<file path="src/rtl/mem_arbiter.sv">
// mem_arbiter
//   Two-port arbiter in front of a shared 256x8 memory (combinational read,
//   synchronous write). Port 0 is the CPU, port 1 the loader/debug port.
//   Each accepted request occupies two cycles: the grant cycle (ACCESS),
//   then the ack cycle, during which the next request is evaluated again.
//
// Parameters
//   RR_EN            1 = round-robin between ports, 0 = fixed priority (port 0 wins)
// Ports
//   i_clk, i_rstn    clock, asynchronous active-low reset
//   i_reqN/i_weN     request and write qualifier from port N
//   i_addrN/i_wdataN access address and write data from port N
//   o_gntN           one-cycle pulse: request accepted (high during ACCESS)
//   o_ackN           one-cycle pulse: access complete
//   o_rdataN         read data captured at completion, held afterwards
//   o_mem_*          shared memory address / write data / write enable
//   i_mem_data_read  shared memory read data
module mem_arbiter #(
    parameter int unsigned RR_EN = 1
) (
    input  logic       i_clk,
    input  logic       i_rstn,
    input  logic       i_req0,
    input  logic       i_req1,
    input  logic       i_we0,
    input  logic       i_we1,
    input  logic [7:0] i_addr0,
    input  logic [7:0] i_addr1,
    input  logic [7:0] i_wdata0,
    input  logic [7:0] i_wdata1,
    output logic       o_gnt0,
    output logic       o_gnt1,
    output logic       o_ack0,
    output logic       o_ack1,
    output logic [7:0] o_rdata0,
    output logic [7:0] o_rdata1,
    output logic [7:0] o_mem_addr,
    output logic [7:0] o_mem_data_write,
    output logic       o_mem_write_enable,
    input  logic [7:0] i_mem_data_read
);

    typedef enum logic {
        IDLE   = 1'b0,
        ACCESS = 1'b1
    } state_t;

    state_t     state;
    state_t     state_nxt;

    logic       any_req;
    logic       win_port;
    logic       last_port;
    logic       cmd_port;
    logic       cmd_we;
    logic [7:0] cmd_addr;
    logic [7:0] cmd_wdata;

    // Winner selection; last_port resets to 1 so port 0 wins the first tie.
    always_comb begin
        any_req  = i_req0 | i_req1;
        win_port = i_req1;
        if (i_req0 && i_req1) begin
            win_port = (RR_EN != 0) ? ~last_port : 1'b0;
        end
    end

    always_comb begin
        state_nxt = state;
        if (state == IDLE) begin
            if (any_req) begin
                state_nxt = ACCESS;
            end
        end else begin
            state_nxt = IDLE;
        end
    end

    always_ff @(posedge i_clk or negedge i_rstn) begin
        if (!i_rstn) begin
            state <= IDLE;
        end else begin
            state <= state_nxt;
        end
    end

    always_ff @(posedge i_clk or negedge i_rstn) begin
        if (!i_rstn) begin
            last_port <= 1'b1;
            cmd_port  <= 1'b0;
            cmd_we    <= 1'b0;
            cmd_addr  <= '0;
            cmd_wdata <= '0;
            o_gnt0    <= 1'b0;
            o_gnt1    <= 1'b0;
            o_ack0    <= 1'b0;
            o_ack1    <= 1'b0;
            o_rdata0  <= '0;
            o_rdata1  <= '0;
        end else begin
            o_gnt0 <= 1'b0;
            o_gnt1 <= 1'b0;
            o_ack0 <= 1'b0;
            o_ack1 <= 1'b0;
            if (state == IDLE) begin
                if (any_req) begin
                    last_port <= win_port;
                    cmd_port  <= win_port;
                    cmd_we    <= win_port ? i_we1    : i_we0;
                    cmd_addr  <= win_port ? i_addr1  : i_addr0;
                    cmd_wdata <= win_port ? i_wdata1 : i_wdata0;
                    o_gnt0    <= ~win_port;
                    o_gnt1    <= win_port;
                end
            end else begin
                // Read data is sampled before the write commits at this same
                // edge, so a write returns the old memory contents.
                if (cmd_port) begin
                    o_rdata1 <= i_mem_data_read;
                    o_ack1   <= 1'b1;
                end else begin
                    o_rdata0 <= i_mem_data_read;
                    o_ack0   <= 1'b1;
                end
            end
        end
    end

    assign o_mem_addr         = cmd_addr;
    assign o_mem_data_write   = cmd_wdata;
    assign o_mem_write_enable = (state == ACCESS) && cmd_we;

endmodule
</file>
<file path="config.mk">
export PLATFORM = sky130hd
export DESIGN_NAME = mem_arbiter
export DESIGN_NICKNAME = d
export VERILOG_FILES = /design/src/rtl/mem_arbiter.sv
export SDC_FILE = /design/constraint.sdc
export NUM_CORES = 1
export LEC_CHECK = 0
export CORE_MARGIN = 2
export CORE_UTILIZATION = 36
export CTS_CLUSTER_SIZE = 16
export DETAILED_ROUTE_END_ITERATION = 8
export PLACE_DENSITY = 0.77
export SYNTH_ARGS = -nofsm -noshare
export SYNTH_HDL_FRONTEND = slang
export SYNTH_SLANG_ARGS = --single-unit
export TNS_END_PERCENT = 5
</file>
<file path="constraint.sdc">
create_clock -name i_clk -period 1.25 [get_ports i_clk]
set_input_delay 0.3125 -clock i_clk [delete_from_list [all_inputs] [get_ports i_clk]]
set_output_delay 0.3125 -clock i_clk [all_outputs]
set_load 0.05 [all_outputs]
</file>
==> results of run 1 <==
[layout by cell type, fill, tap and decap left out, drive strengths merged, types with 2 or more instances in the layout]
| cell type | count |
|---|---|
| and3 | 7 |
| a21boi | 2 |
| clkdlybuf4s50 | 42 |
| buf | 48 |
| a21oi | 21 |
| a221o | 7 |
| clkinv | 2 |
| mux2 | 16 |
| dfrtp | 39 |
| and2 | 2 |
| clkinvlp | 2 |
| clkbuf | 6 |
| nor2 | 11 |
| nand2 | 11 |
| and2b | 2 |
| dlygate4sd2 | 2 |
[logic make-up after synthesis]
family	share of synthesized area, %
flip-flops	60.87
AND/OR/NAND/NOR	10.71
AO/OA/AOI/OAI	15.20
multiplexers	10.94
buffers and inverters	2.279
[sequential cells by signal (all words and copies together), names as in the netlist]
register          cells
o_rdata1              8
o_gnt0                1
o_mem_data_write      8
cmd_we                1
cmd_port              1
o_gnt1                1
o_rdata0              8
state                 1
o_ack1                1
o_mem_addr            8
last_port             1
o_ack0                1
[routing by layer]
layer  share of wire [%]  vias up  wire [um]
li1                    -      652          -
met1                  39      670       1597
met2                  52       65       2144
met3                 7.0        8        286
met4                 1.9        0         76
met5                   0        -          0
[critical path, stage by stage, from the launching register on]
cell and delay [ns]:
dfrtp_1 0.44, and2_4 0.17, buf_12 0.14
[final cells by class]
class / instances / share of cell area [%]
well taps: 52 / 2.104
multi-input cells: 84 / 20.11
repair inverters: 1 / 0.2427
repair buffers: 93 / 41.79
clock inverters: 2 / 0.3236
inverters: 2 / 0.3641
flip-flops and latches: 40 / 32.40
clock buffers: 6 / 2.670
[cell usage after synthesis]
cell type	count	share of area (%)
and2b_1	1	0.46
dfrtp_1	39	59
buf_2	2	0.61
and2b_4	1	0.61
nor2b_1	1	0.38
a21o_2	1	0.53
and3_1	7	2.7
nor2_1	11	2.5
a21oi_1	21	6.4
nand2_1	11	2.5
a21boi_4	2	2.3
clkbuf_2	1	0.30
a21bo_2	1	0.61
and2_1	2	0.76
nand2b_4	1	0.84
buf_4	2	0.91
o21bai_4	1	1.1
dfstp_2	1	1.6
mux2_2	16	11
inv_1	2	0.46
a221o_1	7	4.3
[stage by stage]
step / utilization, % / hold WS [ns] / cells
finish: 70.55 / 0.5182 / 280
global route: 70.55 / 0.5438 / 280
CTS: 70.09 / 0.5228 / 280
detailed placement: 67.24 / 0.2857 / 269
global placement: 67.24 / 0.2790 / 269
floorplan: - / 0.01691 / 131
[report_power, final]
group	total, W	leakage [nW]	switching (W)	internal [W]
clock	0.000848	0.0510	0.000408	0.000440
sequential	0.00210	0.472	0.000419	0.00168
combinational	0.00358	0.866	0.00174	0.00184
total	0.00652	1.39	0.00256	0.00396
[repair_timing]
action	in CTS	in global routing
gates resized for setup	6	5
setup buffers	1	0
endpoints found under the setup margin	20	25
pin swaps	9	1
hold buffers	1	0
gates cloned	1	0
hold endpoints to repair	17	0
[final timing paths]
path	slack, ns	startpoint	cells past startpoint	endpoint
setup / recovery	-0.1	state	2	o_mem_write_enable
hold / removal	0.52	cmd_port	1	cmd_port
setup reg to reg	-0.02	state	3	o_mem_data_write[6]
hold reg to reg	0.52	cmd_port	1	cmd_port
max in group asynchronous	0.40	i_rstn	3	last_port
min in group asynchronous	0.54	i_rstn	3	o_rdata1[6]
==> out/results.ini, run 1 <==
[clocking]
clk_latency_ns = 0.28
clockBufferDepth = 2
cts_tree = done
clkSinkCount = 40
cts-root-buf = clkbuf_8
clk_pin_slew_worst_paths_ns = 0.07
h-tree-depth = 2
numCtsBuffers = 5

[die]
io_pins = 83
die_x_um = 71.63
fp.dieArea_mm2 = 0.005131
die_height_um = 71.63
rows = 24
coreArea_mm2 = 0.004384
start_util_pct = 37.56

[global_routing]
groute.layer.met3.usage_pct = 4.923
grt_overflow_total = 0
grt_pass1_wl_mm = 6.975
grt_max_degree = 24
gr-usage-met2_pct = 27.47
antenna_found_initial = 0
grt_pass1_vias = 1487
top_usage_layer = met2
track_usage_pct = 17.38
grt_use_met1_pct = 22.88

[timing]
finalSetupTns_ns = -0.2070
finalMaxSlewViolations = 0
rsz0062_at_grt = true
fin_crit_sh_pct = 107.8
finalHoldViolations = 0
worst_pin_slew_ns = 0.2991
fin_skew_ns = 0.004586
period_minus_slack_ns = 1.347
layout_setup_ws_ns = -0.09710
slew_headroom_pct = 80.01
fmax_ghz = 0.7423
setup_viol = 8

[drt]
finalWirelength_mm = 4.105
ant_nets = 0
wl_per_cell_um = 14.66
drtIter0Drc = 64
dr_total_vias = 1395
vias_per_cell = 4.982
drc_errors = 0
drt-pass1-iter-count = 4

[final_layout]
antenna_cells = 0
design_area_mm2 = 0.003093
multi_input_area_um2 = 621.8
seqCellArea_mm2 = 0.001002
layout-drive-gt1-share_pct = 36.84
fill_cells = 321
syn_to_final_growth_pct = 87.84
fin_nets = 273

[worst_hold_path]
hold_class = reg -> reg

[logic_synthesis]
synth.cell_area_mm2 = 0.001647
ys_warn_count = 0
ys_ff_latch = 40
ys_seq_area_share_pct = 60.87
syn-mean-instance-area_um2 = 12.57
synthDistinctLibCells = 21
netlist_instances = 131
syn_nets = 177

[placed_design]
port_buffers = 82
dp_slack_ns = -0.4839
dpl_cell_area_mm2 = 0.002948
gp_congestion = 0.7076
hpwl_mm = 3.096

[critical_path]
cp.required_ns = 0.94
critical_path_class = reg -> out
crit_fanout = 6
end_kind = output port
start_kind = register
cp.arrival_ns = 1.03

[pwr]
powerDensity_mw_per_mm2 = 2109
peakVddDrop_mv = 0.9781
p_leak_nw = 1.389
p_total_w = 0.006524

[run_status]
failed_checks = negative setup slack
status = finished with violations

[flow_run]
maxCapViolations = 0

No activity file was read; power rests on OpenSTA's default activity.
==> run 2: changes to the inputs <==
ABC_CLOCK_PERIOD_IN_PS = 1250   (was unset)
CAP_MARGIN = 25   (was unset)
HOLD_SLACK_MARGIN = 0.1   (was unset)
==> results of run 2 <==
Final layout, timing and power as in run 1 (identical DEF).
